**config.mk**
```make
export PLATFORM = sky130hd
export DESIGN_NAME = dac_sample_scheduler
export DESIGN_NICKNAME = d
export VERILOG_FILES = /design/src/rtl/dac_sample_scheduler.sv
export SDC_FILE = /design/constraint.sdc
export NUM_CORES = 1
export LEC_CHECK = 0
export ABC_AREA = 1
export CAP_MARGIN = 20
export CORE_ASPECT_RATIO = 0.5
export CORE_MARGIN = 2
export CORE_UTILIZATION = 40
export CTS_CLUSTER_DIAMETER = 80
export DETAILED_ROUTE_END_ITERATION = 10
export GPL_ROUTABILITY_DRIVEN = 0
export GPL_TIMING_DRIVEN = 0
export PLACE_DENSITY = 0.62
export SYNTH_ARGS = -nofsm -noshare
export SYNTH_HDL_FRONTEND = slang
export SYNTH_SLANG_ARGS = --single-unit
```
**constraint.sdc**
```tcl
create_clock -name clk -period 5.6 [get_ports clk]
set_clock_uncertainty 0.1 [all_clocks]
set_input_delay 1.68 -clock clk [delete_from_list [all_inputs] [get_ports clk]]
set_output_delay 1.68 -clock clk [all_outputs]
set_load 0.01 [all_outputs]
```
**src/rtl/dac_sample_scheduler.sv**
```systemverilog
// Paces stereo samples from a small FIFO into a serial DAC writer at a programmable tick rate.
// Define DAC_SCHED_MIDSCALE_EN to send 16'h8000 on underrun instead of repeating the last words.
module dac_sample_scheduler #(
   parameter int DIV_WIDTH = 16,
   parameter int FIFO_AW   = 2,
   parameter int CNT_WIDTH = 8
) (
   input  logic                 clk,
   input  logic                 reset,
   input  logic                 enable,
   input  logic [DIV_WIDTH-1:0] rate_div,
   input  logic                 in_valid,
   output logic                 in_ready,
   input  logic [15:0]          in_data_a,
   input  logic [15:0]          in_data_b,
   output logic                 dac_start,
   input  logic                 dac_ready,
   output logic [15:0]          dac_data_a,
   output logic [15:0]          dac_data_b,
   output logic [FIFO_AW:0]     fifo_level,
   output logic [CNT_WIDTH-1:0] underrun_cnt,
   output logic [CNT_WIDTH-1:0] late_cnt,
   output logic                 active
);

   localparam int DEPTH = 1 << FIFO_AW;
   localparam logic [FIFO_AW:0] LVL_FULL = (FIFO_AW+1)'(DEPTH);
   localparam logic [FIFO_AW:0] LVL_ONE  = (FIFO_AW+1)'(1);

   typedef enum logic [1:0] {IDLE, ISSUE, WAIT_ACK, WAIT_DONE} state_t;

   state_t                 state_q, state_d;
   logic [DIV_WIDTH-1:0]   div_q, div_d;
   logic                   pending_q, pending_d;
   logic [FIFO_AW-1:0]     wr_ptr_q, wr_ptr_d, rd_ptr_q, rd_ptr_d;
   logic [FIFO_AW:0]       level_q, level_d;
   logic [15:0]            data_a_q, data_a_d, data_b_q, data_b_d;
   logic [CNT_WIDTH-1:0]   underrun_q, underrun_d, late_q, late_d;
   logic [15:0]            mem_a_q [DEPTH];
   logic [15:0]            mem_b_q [DEPTH];

   logic tick, consume, fifo_empty, fifo_full, push, pop;

   assign tick       = enable && (div_q == rate_div);
   assign fifo_empty = (level_q == '0);
   assign fifo_full  = (level_q == LVL_FULL);
   assign push       = in_valid && !fifo_full;
   // Emptiness is judged before this cycle's push, so a sample never bypasses the FIFO.
   assign consume    = (state_q == IDLE) && pending_q && dac_ready && enable;
   assign pop        = consume && !fifo_empty;

   assign in_ready     = !fifo_full;
   assign fifo_level   = level_q;
   assign dac_data_a   = data_a_q;
   assign dac_data_b   = data_b_q;
   assign underrun_cnt = underrun_q;
   assign late_cnt     = late_q;
   assign active       = (state_q != IDLE);

   // NOTE: every signal written here gets a default first, so no path can leave it unassigned and infer a latch.
   always_comb begin
      div_d      = '0;
      pending_d  = 1'b0;
      late_d     = late_q;
      underrun_d = underrun_q;
      wr_ptr_d   = wr_ptr_q;
      rd_ptr_d   = rd_ptr_q;
      level_d    = level_q;
      data_a_d   = data_a_q;
      data_b_d   = data_b_q;

      if (enable) begin
         div_d     = tick ? '0 : div_q + DIV_WIDTH'(1);
         pending_d = tick || (pending_q && !consume);
      end
      if (tick && pending_q && !consume && (late_q != '1)) begin
         late_d = late_q + CNT_WIDTH'(1);
      end

      if (push) begin
         wr_ptr_d = wr_ptr_q + FIFO_AW'(1);
      end
      case ({push, pop})
         2'b10:   level_d = level_q + LVL_ONE;
         2'b01:   level_d = level_q - LVL_ONE;
         default: level_d = level_q;
      endcase

      if (pop) begin
         rd_ptr_d = rd_ptr_q + FIFO_AW'(1);
         data_a_d = mem_a_q[rd_ptr_q];
         data_b_d = mem_b_q[rd_ptr_q];
      end else if (consume) begin
         if (underrun_q != '1) begin
            underrun_d = underrun_q + CNT_WIDTH'(1);
         end
`ifdef DAC_SCHED_MIDSCALE_EN
         data_a_d = 16'h8000;
         data_b_d = 16'h8000;
`else
         data_a_d = data_a_q;
         data_b_d = data_b_q;
`endif
      end
   end

   always_comb begin
      state_d   = state_q;
      dac_start = 1'b0;
      case (state_q)
         IDLE:      if (consume) state_d = ISSUE;
         ISSUE: begin
            dac_start = 1'b1;
            state_d   = WAIT_ACK;
         end
         WAIT_ACK:  if (!dac_ready) state_d = WAIT_DONE;
         WAIT_DONE: if (dac_ready) state_d = IDLE;
         default:   state_d = IDLE;
      endcase
   end

   // NOTE: sequential state uses non-blocking assignments so every flop samples pre-edge values.
   always_ff @(posedge clk) begin
      if (reset) begin
         state_q    <= IDLE;
         div_q      <= '0;
         pending_q  <= 1'b0;
         wr_ptr_q   <= '0;
         rd_ptr_q   <= '0;
         level_q    <= '0;
         data_a_q   <= '0;
         data_b_q   <= '0;
         underrun_q <= '0;
         late_q     <= '0;
      end else begin
         state_q    <= state_d;
         div_q      <= div_d;
         pending_q  <= pending_d;
         wr_ptr_q   <= wr_ptr_d;
         rd_ptr_q   <= rd_ptr_d;
         level_q    <= level_d;
         data_a_q   <= data_a_d;
         data_b_q   <= data_b_d;
         underrun_q <= underrun_d;
         late_q     <= late_d;
      end
   end

   // NOTE: the storage array is not reset; the pointers and level alone define which entries are valid.
   always_ff @(posedge clk) begin
      if (push) begin
         mem_a_q[wr_ptr_q] <= in_data_a;
         mem_b_q[wr_ptr_q] <= in_data_b;
      end
   end

endmodule

```
==> results.py <==
metrics = {
    "clock_network": {
        "clk_latency_ns": 0.50,
        "cts_resized": 0,
        "ctsHoldBuffers": 0,
        "cts_tree": "yes",
        "cts_sinks": 202,
        "post_cts_buffers": 0,
        "cts_buffer_depth": 3,
        "cts_buffers": 20,
        "cts_root_buf": "clkbuf_16",
        "htreeDepth": 1,
        "clk_pin_slew_worst_paths_ns": 0.06,
    },
    "cells_and_area": {
        "drive_gt1_frac": 0.07762,
        "final_cell_mix": "nor2_1 (193), edfxtp_1 (128), o21ai_0 (111), clkdlybuf4s50_1 (106), nand2_1 (92)",
        "finalInstanceArea_um2": 10550,
        "final_util": 0.5135,
        "diodes": 0,
        "fin_nets": 1047,
        "area_delta_synth_final_pct": 26.08,
        "instances_no_fill": 1265,
        "final_common_cell": "nor2_1",
    },
    "setup_path": {
        "rr_endpoint": "fifo_level[2]",
        "worstPathMaxFanout": 10,
        "rrSetupSlack_ns": 2.57,
        "critPathLaunchType": "primary input",
        "worstSetupEndpointType": "register",
        "path_class": "in -> reg",
        "worstReg2RegStart": "state_q[1]",
        "reg2regPathDepth": 15,
        "arrival_ns": 4.39,
        "critPathRequiredTime_ns": 5.88,
    },
    "grt": {
        "grt_usage": 0.1816,
        "grt_max_degree": 26,
        "grt_overflow_total": 0,
        "antenna_found_initial": 0,
        "grt_first_pass_wirelength_um": 31870,
        "grt_pass1_vias": 6176,
    },
    "logic_synthesis": {
        "synth_edf_count": 128,
        "syn_area_per_cell_um2": 9.871,
        "synthFlopType": "edfxtp_1",
        "syn-instance-count": 848,
        "seq_area_frac_synth": 0.6362,
        "yosys_register_bits": 202,
        "syn_area_um2": 8371,
        "async_reset_ff_frac": 0,
        "synthDistinctLibCells": 34,
        "yosys_warnings": 0,
        "synth_nets": 915,
    },
    "sta": {
        "fin_crit_sh": 0.7344,
        "fin_crit_ns": 4.113,
        "hold_viol_final": 0,
        "setup_viol": 0,
        "fmax_mhz": 243.1,
        "tightest_slew_ns": 0.7145,
        "rsz0062_at_grt": "false",
        "max-slew-margin-rel": 0.5237,
        "worst_slack_ns": 1.487,
        "final-max-slew-violation-count": 0,
        "worst_hold_slack_ns": 0.3688,
        "fin_setup_tns_ns": 0,
    },
    "placed_design": {
        "dp.final_hpwl_um": 13260,
        "detailed_place.area_um2": 9891,
        "io_buffers": 106,
        "dp_worst_setup_slack_ns": 1.005,
        "dp.cells": 1231,
    },
    "floorplan": {
        "io_pins": 107,
        "fp.coreArea_um2": 20550,
        "die_x_um": 208.6,
        "die_area_um2": 22170,
        "die_y_um": 106.3,
        "initial_core_util": 0.4072,
        "rows": 37,
    },
    "route": {
        "drc": 0,
        "vias": 6257,
        "dr.first_iter.drc_count": 464,
        "routed_via_density": 4.946,
        "wire_per_inst_um": 15.65,
        "dr.pass1.iters": 5,
        "ant_nets": 0,
        "totalWireLength_um": 19800,
    },
    "power_and_ir_drop": {
        "power_frac_seq": 0.509,
        "p_clk_frac": 0.418,
        "power.static_leakage_nw": 3.859,
        "p_int_mw": 2.541,
        "switching_share": 0.2182,
        "total_power_mw": 3.250,
        "p_per_area_nw_per_um2": 307.9,
        "max-vdd-ir-drop_uv": 165.3,
        "switchingPower_uw": 709.2,
        "p_comb_frac": 0.072,
    },
    "flow_run": {
        "max-cap-violations": 0,
    },
    "hold_path": {
        "hold_depth": 2,
        "worstHoldStart": "underrun_cnt[4]",
        "hold_end": "underrun_cnt[4]",
        "hold_path.class": "reg -> reg",
    },
    "run_status": {
        "status": "completed",
    },
}
[worst max-delay path by stage]
stage / start / end / slack (ns) / cells past startpoint
floorplan: in_valid / mem_a_q[0][0] / 1.87 / 2
global placement: in_valid / mem_a_q[1][11] / 0.07 / 3
detailed placement: enable / fifo_level[2] / 1.01 / 14
CTS: enable / fifo_level[2] / 1.51 / 14
global route: enable / fifo_level[2] / 1.18 / 14
finish: enable / fifo_level[2] / 1.49 / 14
[registers in the layout, summed over array words and instances, names as in the netlist]
| name | flops |
|---|---|
| rd_ptr_q | 2 |
| dac_data_b | 16 |
| underrun_cnt | 8 |
| mem_b_q | 64 |
| late_cnt | 8 |
| wr_ptr_q | 2 |
| div_q | 16 |
| state_q | 2 |
| pending_q | 1 |
| fifo_level | 3 |
| dac_data_a | 16 |
| mem_a_q | 64 |
[power by group through the flow]
stage | sequential (mW) | combinational [mW] | clock [mW]
2_1_floorplan | 1.69 | 0.114 | 0
3_3_place_gp | 1.69 | 0.216 | 0
3_5_place_dp | 1.69 | 0.235 | 0
4_1_cts | 1.66 | 0.236 | 1.38
5_1_grt | 1.66 | 0.265 | 1.44
6_report | 1.66 | 0.235 | 1.36
[routing by layer]
metal	global-route usage	share of wire
met1	0.2464	0.48
met4	0.04133	0.013
met5	0	0
met2	0.3086	0.46
met3	0.02925	0.048
[synthesized netlist by cell type (3+ instances only)]
master    number  area [µm²]
o21ai_0      111       555.5
nand3_2        3       30.03
clkbuf_1      17       63.81
inv_1         67       251.5
edfxtp_1     128        3844
nor3_1         3       15.01
ha_1          13       162.7
buf_1          4       15.01
nor2_4         3       33.78
buf_2         12       60.06
nand2_1       92       345.3
inv_2          9       33.78
a21oi_1       21       105.1
nor2_1       197       739.5
nand4_1       13       81.33
nand3_1       16       80.08
dfxtp_1       74        1481
nor2_2         6       37.54
nand2_2        7       43.79
xor2_1         5       43.79
a31oi_1       32       200.2
[kinds of logic after synthesis]
family	Yosys count	synth area share
and+or+nand+nor	346	0.1752
muxes	1	0.001196
DFF	202	0.6362
adders and majority gates	14	0.02182
AOI/OAI and AO/OA	169	0.1073
buffers and inverters	110	0.05202
xor gates and xnor gates	6	0.006278
[worst max-delay path, cell delays in order]
cell and delay (ns):
clkdlybuf4s50_1 0.54, nand4_1 0.18, inv_1 0.13, nand2_1 0.11
inv_2 0.08, buf_2 0.23, buf_2 0.32, ha_1 0.20
inv_1 0.07, fa_1 0.38, a21oi_1 0.14, o21ai_0 0.11
o21ai_0 0.16, a21oi_1 0.06
[area by class of cell]
| cell class | instances | area (µm²) |
|---|---|---|
| plain buffers | 34 | 150.1 |
| clock inverters | 9 | 143.9 |
| clock buffers | 25 | 519.2 |
| fillers | 1848 | 10000 |
| repair buffers | 110 | 1149 |
| multi-input cells | 536 | 2640 |
| flip-flops and latches | 202 | 5325 |
| well taps | 273 | 341.6 |
| inverters | 76 | 285.3 |
No activity file was read; power rests on OpenSTA's default activity.
